--- src/rtl/pixel_feeder_pkg.sv ---
// Shared types and constants for pixel_feeder: state encoding, window geometry,
// write-index landmarks and the saturating pixel-count update.
package pixel_feeder_pkg;
  localparam int PIX_W    = 16;
  localparam int HALF_PIX = 40;
  localparam int WIN_PIX  = 2 * HALF_PIX;

  localparam logic [6:0] IDX_TOP     = 7'd79;
  localparam logic [6:0] IDX_MID     = 7'd40;
  localparam logic [6:0] IDX_LOW_TOP = 7'd39;

  typedef enum logic [1:0] {FILL_INIT, IDLE, FILL_HI, FILL_LO} state_t;

  // +1 per accepted pixel, -HALF_PIX per request, floored at zero
  function automatic logic [10:0] count_next(input logic [10:0] c, input logic inc,
                                             input logic dec);
    int v;
    v = int'(c) + (inc ? 1 : 0) - (dec ? HALF_PIX : 0);
    if (v < 0) v = 0;
    return 11'(v);
  endfunction
endpackage

--- src/rtl/pixel_feeder_if.sv ---
// Engine-to-feeder pixel stream: RGB565 data with a valid/ready handshake.
interface pixel_feeder_if;
  import pixel_feeder_pkg::*;
  logic [PIX_W-1:0] pix_data;
  logic             pix_valid;
  logic             pix_ready;

  modport master (output pix_data, pix_valid, input pix_ready);
  modport slave  (input pix_data, pix_valid, output pix_ready);
endinterface

--- src/rtl/pixel_feeder.sv ---
// Packs the pixel stream into the 80-pixel double-half window scanned by vga and
// refills halves on request. PIXEL_FEEDER_UNDERRUN_EN builds sticky underrun detection.
module pixel_feeder
  import pixel_feeder_pkg::*;
(
  input  logic                     clk,
  input  logic                     rst_n,
  input  logic                     zoom,
  pixel_feeder_if.slave            pix,
  input  logic [1:0]               need_pixel,
  output logic [WIN_PIX*PIX_W-1:0] storage,
  output logic [10:0]              store_coun,
  output logic                     start,
  output logic                     underrun
);
  state_t     state, state_n;
  logic [6:0] wr_idx, wr_idx_n;
  logic       pend_hi, pend_lo, pend_hi_n, pend_lo_n;
  logic       start_n;
  logic [10:0] coun_n;
  logic       acc, req_hi, req_lo;
  logic [WIN_PIX-1:0][PIX_W-1:0] win;

  assign pix.pix_ready = rst_n && (state != IDLE) && !zoom;
  assign acc           = pix.pix_valid && pix.pix_ready;
  // vga requests only matter once the window has been primed
  assign req_hi  = (state != FILL_INIT) && !zoom && (need_pixel == 2'd1);
  assign req_lo  = (state != FILL_INIT) && !zoom && (need_pixel == 2'd2);
  assign storage = win;

  always_comb begin
    state_n   = state;
    wr_idx_n  = wr_idx;
    pend_hi_n = pend_hi | req_hi;
    pend_lo_n = pend_lo | req_lo;
    start_n   = start;
    coun_n    = count_next(store_coun, acc, req_hi | req_lo);
    if (zoom) begin
      state_n   = FILL_INIT;
      wr_idx_n  = IDX_TOP;
      pend_hi_n = 1'b0;
      pend_lo_n = 1'b0;
      start_n   = 1'b0;
      coun_n    = '0;
    end else begin
      case (state)
        FILL_INIT: if (acc) begin
          if (wr_idx == 7'd0) begin
            state_n = IDLE;
            start_n = 1'b1;
          end else wr_idx_n = wr_idx - 7'd1;
        end
        IDLE: begin
          if (pend_hi) begin
            state_n = FILL_HI; wr_idx_n = IDX_TOP; pend_hi_n = req_hi;
          end else if (pend_lo) begin
            state_n = FILL_LO; wr_idx_n = IDX_LOW_TOP; pend_lo_n = req_lo;
          end
        end
        FILL_HI: if (acc) begin
          if (wr_idx == IDX_MID) begin
            if (pend_lo) begin
              state_n = FILL_LO; wr_idx_n = IDX_LOW_TOP; pend_lo_n = req_lo;
            end else state_n = IDLE;
          end else wr_idx_n = wr_idx - 7'd1;
        end
        FILL_LO: if (acc) begin
          if (wr_idx == 7'd0) begin
            if (pend_hi) begin
              state_n = FILL_HI; wr_idx_n = IDX_TOP; pend_hi_n = req_hi;
            end else state_n = IDLE;
          end else wr_idx_n = wr_idx - 7'd1;
        end
        default: state_n = FILL_INIT;
      endcase
    end
  end

  always_ff @(posedge clk) begin
    if (!rst_n) begin
      state      <= FILL_INIT;
      wr_idx     <= IDX_TOP;
      pend_hi    <= 1'b0;
      pend_lo    <= 1'b0;
      start      <= 1'b0;
      store_coun <= '0;
      win        <= '0;
    end else begin
      state      <= state_n;
      wr_idx     <= wr_idx_n;
      pend_hi    <= pend_hi_n;
      pend_lo    <= pend_lo_n;
      start      <= start_n;
      store_coun <= coun_n;
      if (acc) win[wr_idx] <= pix.pix_data;
    end
  end

`ifdef PIXEL_FEEDER_UNDERRUN_EN
  logic dup;
  // a half asked for again while still queued or in flight was displayed stale
  assign dup = (req_hi && (pend_hi || state == FILL_HI)) ||
               (req_lo && (pend_lo || state == FILL_LO));

  always_ff @(posedge clk) begin
    if (!rst_n)   underrun <= 1'b0;
    else if (dup) underrun <= 1'b1;
  end
`else
  assign underrun = 1'b0;
`endif
endmodule

--- src/flat_wrapper.sv ---
// flat-port wrapper written by rule: the top's interface ports become plain ports
module pixel_feeder_flat import pixel_feeder_pkg::*;
  (clk, rst_n, zoom, need_pixel, storage, store_coun, start, underrun, pix_pix_data, pix_pix_valid, pix_pix_ready);
  pixel_feeder_if pix_i ();
  input  logic clk;
  input  logic rst_n;
  input  logic zoom;
  input  logic [1:0] need_pixel;
  output logic [WIN_PIX*PIX_W-1:0] storage;
  output logic [10:0] store_coun;
  output logic start;
  output logic underrun;
  input wire logic [$bits(pix_i.pix_data)-1:0] pix_pix_data;
  input wire logic [$bits(pix_i.pix_valid)-1:0] pix_pix_valid;
  output wire logic [$bits(pix_i.pix_ready)-1:0] pix_pix_ready;
  assign pix_i.pix_data = pix_pix_data;
  assign pix_i.pix_valid = pix_pix_valid;
  assign pix_pix_ready = pix_i.pix_ready;
  pixel_feeder u_core (.clk(clk), .rst_n(rst_n), .zoom(zoom), .pix(pix_i), .need_pixel(need_pixel), .storage(storage), .store_coun(store_coun), .start(start), .underrun(underrun));
endmodule
--- config.mk ---
export PLATFORM = sky130hd
export DESIGN_NAME = pixel_feeder_flat
export DESIGN_NICKNAME = d
export VERILOG_FILES = /design/src/rtl/pixel_feeder_pkg.sv /design/src/rtl/pixel_feeder_if.sv /design/src/rtl/pixel_feeder.sv /design/src/flat_wrapper.sv
export SDC_FILE = /design/constraint.sdc
export NUM_CORES = 2
export LEC_CHECK = 0
export ABC_AREA = 1
export CAP_MARGIN = 15
export CORE_AREA = 3 3 510 512
export CTS_CLUSTER_DIAMETER = 120
export DETAILED_ROUTE_END_ITERATION = 10
export DIE_AREA = 0 0 513 515
export PLACE_DENSITY = 0.47
export SLEW_MARGIN = 20
export SYNTH_ARGS = -nofsm -noshare
export SYNTH_HDL_FRONTEND = slang
export SYNTH_SLANG_ARGS = --single-unit
--- constraint.sdc ---
create_clock -name clk -period 4.2 [get_ports clk]
set_clock_uncertainty 0.15 [all_clocks]
set_input_delay 1.26 -clock clk [delete_from_list [all_inputs] [get_ports clk]]
set_output_delay 1.26 -clock clk [all_outputs]
set_load 0.03 [all_outputs]
# Word-level counts from Yosys, hierarchy flattened
# Cells that the tools add are included.
# word_totals
wordCells,163
register_bits,1303
out_inout_bits,1294
# classes
add_sub_neg,3
mux,35
magnitude_cmp,3
n_reduce_logical,16
n_eq_ne,16
n_bitwise,4
# ops
cell,n
$bwmux W1280,1
$demux W16 S7,1
$mux W7,9
$add A12 B32 Y32,1
$lt A32 B1 Y1 const B,1
$sub A32 B32 Y32,1
$pmux W7 S4,1
$mux W2,10
$mux W16,1
$ne A2 B1 Y1 const B,7
$lt A7 B8 Y1 const B,1
$mux W1,8
$pmux W2 S4,1
$eq A7 B6 Y1 const B,1
$ge A7 B1 Y1 const B,1
$logic_and A1 B1 Y1,7
$logic_not A7 Y1,1
$reduce_and A7 Y1,1
$sub A7 B1 Y7 const B,1
$eq A2 B2 Y1 const B,3
$mux W6,1
$reduce_and A5 Y1,1
$eq A2 B1 Y1 const B,2
$pmux W1 S2,2
other kinds (11),13

# Longest topological paths before layout
# depth
ltp_word,9
depth_mapped,17

# Worst setup path before layout
# OpenSTA, ideal clock, no wires.
# synth_timing
path_type,input -> output
from,input port rst_n
to,output port pix_pix_ready
slack_ns,0.498
n_path_buf,3
t_required_ns,2.790
arrival_ns,2.292
stages,5
path_cell_list,buf_2 buf_2 nand2_1 clkbuf_1 nor2_1
# synth_between
elab_chain_len,2
# synth_rtl
element,line,text
"start, declared",flat_wrapper.sv:6,input logic rst_n;
$logic_and A1 B1 Y1 (2 in a row),pixel_feeder.sv:24,assign pix.pix_ready = rst_n && (state != IDLE) && !zoom;
"end, declared",flat_wrapper.sv:15,output wire logic [$bits(pix_i.pix_ready)-1:0] pix_pix_ready;
# Every way passes these cells.

# Final worst setup path
# layout_timing
from,input port zoom
to,output port pix_pix_ready
# layout_between
elab_chain_len,2
# layout_rtl
element,line,text
"start, declared",flat_wrapper.sv:7,input logic zoom;
$logic_not A1 Y1,pixel_feeder.sv:24,
$logic_and A1 B1 Y1,pixel_feeder.sv:24,
# Every way passes these cells.

==> flow_metrics.tcl <==
set metrics [dict create \
    gr-total-overflow 0 \
    rows 186 \
    required_ns 2.79 \
    n_fill_cell 27220 \
    rsz0062_at_grt "no" \
    worstSkewPairLatency_ns 0.79 \
    io_pins 1316 \
    tns_ns 0 \
    cts_tree "done" \
    p_clk_frac 0.502 \
    synth.avg_cell_area_um2 8.060 \
    grt_pass1_wl_um 313100 \
    wire_per_inst_um 21.24 \
    htreeDepth 4 \
    grt_max_degree 277 \
    grt_pass1_vias 40530 \
    nNetsFinal 7144 \
    drc 0 \
    end_kind "primary output" \
    die_area_um2 264200 \
    gp_congestion 0.8063 \
    netlist.area_leader.share 0.5432 \
    p_sw_mw 6.641 \
    cts-root-buf "clkbuf_16" \
    ys_seq_area_frac 0.5432 \
    powerDensity_nw_per_um2 382.2 \
    core_region_area_um2 256200 \
    synth_top_area_cell "dfxtp_1" \
    final-hold-violation-count 0 \
    synthToLayoutAreaGrowth_pct 48.00 \
    worstMarginPinSlew_ns 1.334 \
    io_buffers 1314 \
    synthCells 5958 \
    grt_usage 0.1631 \
    drtPass1Iterations 7 \
    met3_length_um 20410 \
    ys_warn_count 0 \
    fin_crit_sh 0.9309 \
    hold_slack_ns 0.2911 \
    wirelength_um 225400 \
    cts_setup_buffers 0 \
    numCtsBuffers 154 \
    drt_iter0_drc 2453 \
    synth_edf_count 0 \
    synth_common_cells "1,303 x dfxtp_1, 1,248 x inv_1, 859 x a21oi_1" \
    switching_share 0.2445 \
    detailed_place_hpwl_um 156500 \
    clock_path_buffers 3 \
    die_h_um 515 \
    layout-drive-gt1-share 0.06662 \
    cts.clk_slew.worst_paths_ns 0.06 \
    hold_buffers 0 \
    start_util 0.1874 \
    ys_ff_latch 1303 \
    cts_sinks 1303 \
    yosysMostFrequentCell "dfxtp_1" \
    ant_nets 0 \
    comb_power_share 0.042 \
    synth_area_leaders "dfxtp_1 54%, inv_1 9.8%, a21oi_1 9.0%" \
    post_cts_resized 0 \
    critPathKind "in2out" \
    internal_power_mw 20.52 \
    fin_crit_ns 3.910 \
    synth_area_um2 48020 \
    drv_slew 0 \
    cp_max_fo 2 \
    yosys_most_used_dff "dfxtp_1" \
    syn_nets 6002 \
    fp.dieW_um 513 \
    antenna_found_initial 14 \
    status "complete, no violations" \
    dr_wl_met2_um 104300 \
    hp-class "reg2reg" \
    start_kind "input pin" \
    fmax_mhz 255.8 \
    leakagePower_nw 23.98 \
    ys_types 36 \
    max-slew-margin-rel 0.1104 \
    totalPowerFinal_mw 27.16 \
    met1_length_um 93970 \
    seq_area_um2 26090 \
    arrival_ns 2.50 \
    dr.max_layer_used "met4" \
    setup_viol 0 \
    synthArstFlopShare 0 \
    vias 42540 \
    drv_cap 0 \
    sequentialPowerShare 0.456 \
    viasPerCell 4.009 \
    multi_input_area_um2 15100 \
    ir_drop_uv 352.6 \
]
[layer usage]
metal / track usage / up-vias
li1: - / 21410
met1: 0.1938 / 19440
met2: 0.2703 / 1398
met3: 0.06090 / 299
met4: 0.05312 / 0
met5: 0 / -
[flip-flops by register name, indices dropped and copies added (netlist names)]
name	cells
u_core.state	2
u_core.start	1
u_core.store_coun	11
u_core.wr_idx	7
u_core.pend_lo	1
u_core.storage	1280
u_core.pend_hi	1
[power by group through the flow]
stage          registers, mW  clock network, mW  logic, mW
4_1_cts                 12.4               14.1       1.17
3_3_place_gp            12.7                  0       1.17
2_1_floorplan           12.7                  0      0.518
6_report                12.4               13.6       1.14
3_5_place_dp            12.7                  0       1.16
5_1_grt                 12.4               14.6       1.23
[cells in the final DEF, fill, tap and decap left out, types with 3 or more instances in the layout]
cell | synthesis | routed
nor3_4 | 4 | 4
clkinvlp_4 | 0 | 3
ha_1 | 22 | 22
a21oi_1 | 859 | 859
bufinv_16 | 0 | 6
clkinv_2 | 0 | 23
buf_4 | 3 | 106
buf_12 | 0 | 98
clkbuf_16 | 0 | 156
inv_6 | 0 | 5
clkinv_16 | 0 | 6
nor2_2 | 3 | 3
nand2_2 | 1 | 4
nand3_1 | 25 | 25
o21ai_1 | 18 | 18
nand2_1 | 160 | 157
diode_2 | 0 | 7
inv_1 | 1248 | 1248
o21ai_0 | 828 | 828
a211oi_1 | 448 | 448
inv_2 | 10 | 9
clkbuf_1 | 351 | 35
nor2_1 | 477 | 477
clkbuf_8 | 0 | 35
clkdlybuf4s50_1 | 0 | 1296
xnor2_1 | 3 | 3
dfxtp_1 | 1303 | 1303
nor2_4 | 9 | 9
nand4_1 | 3 | 3
clkinv_8 | 0 | 3
[worst max-delay path, cell delays in order]
cell,delay [ns]
clkdlybuf4s50_1,0.41
buf_4,0.19
inv_1,0.09
buf_4,0.12
nand2_1,0.06
nor2_1,0.19
buf_12,0.16
[layout make-up]
type / instances / share of cell area
Clock inverter: 50 / 0.008996
Timing Repair Buffer: 1501 / 0.2215
Clock buffer: 226 / 0.06355
Sequential cell: 1303 / 0.3670
Inverter: 1258 / 0.06655
Multi-Input combinational cell: 2882 / 0.2125
Antenna cell: 7 / 0.0002465
Tap cell: 3384 / 0.05957
[path summary, 6_finish.rpt]
path                                          start                   end  slack (ns)  cells after the start
worst max-delay path                           zoom         pix_pix_ready        0.29                      7
worst min-delay path            u_core.storage[369]   u_core.storage[369]        0.29                      2
worst max register to register      u_core.state[1]  u_core.store_coun[2]        0.90                     17
worst min register to register  u_core.storage[369]   u_core.storage[369]        0.29                      2
[cell families after synthesis]
logic type / share of synthesized area
compound gates: 0.2489
xor+xnor: 0.0009121
fa+ha+maj: 0.005732
buf+inv: 0.1424
flops: 0.5432
other cells: 0.00007809
simple gates: 0.05873
[stage by stage]
| step | utilization | instances | cell area, um2 | worst slack, ns |
|---|---|---|---|---|
| 2_1_floorplan | - | 5958 | 48020 | 0.4982 |
| 3_3_place_gp | 0.2572 | 10330 | 65900 | 0.03030 |
| 3_5_place_dp | 0.2572 | 10330 | 65900 | 0.07145 |
| 4_1_cts | 0.2773 | 10600 | 71050 | 0.2735 |
| 5_1_grt | 0.2773 | 10610 | 71060 | 0.2264 |
| 6_report | 0.2774 | 10610 | 71070 | 0.2901 |
No activity file was read; power rests on OpenSTA's default activity.
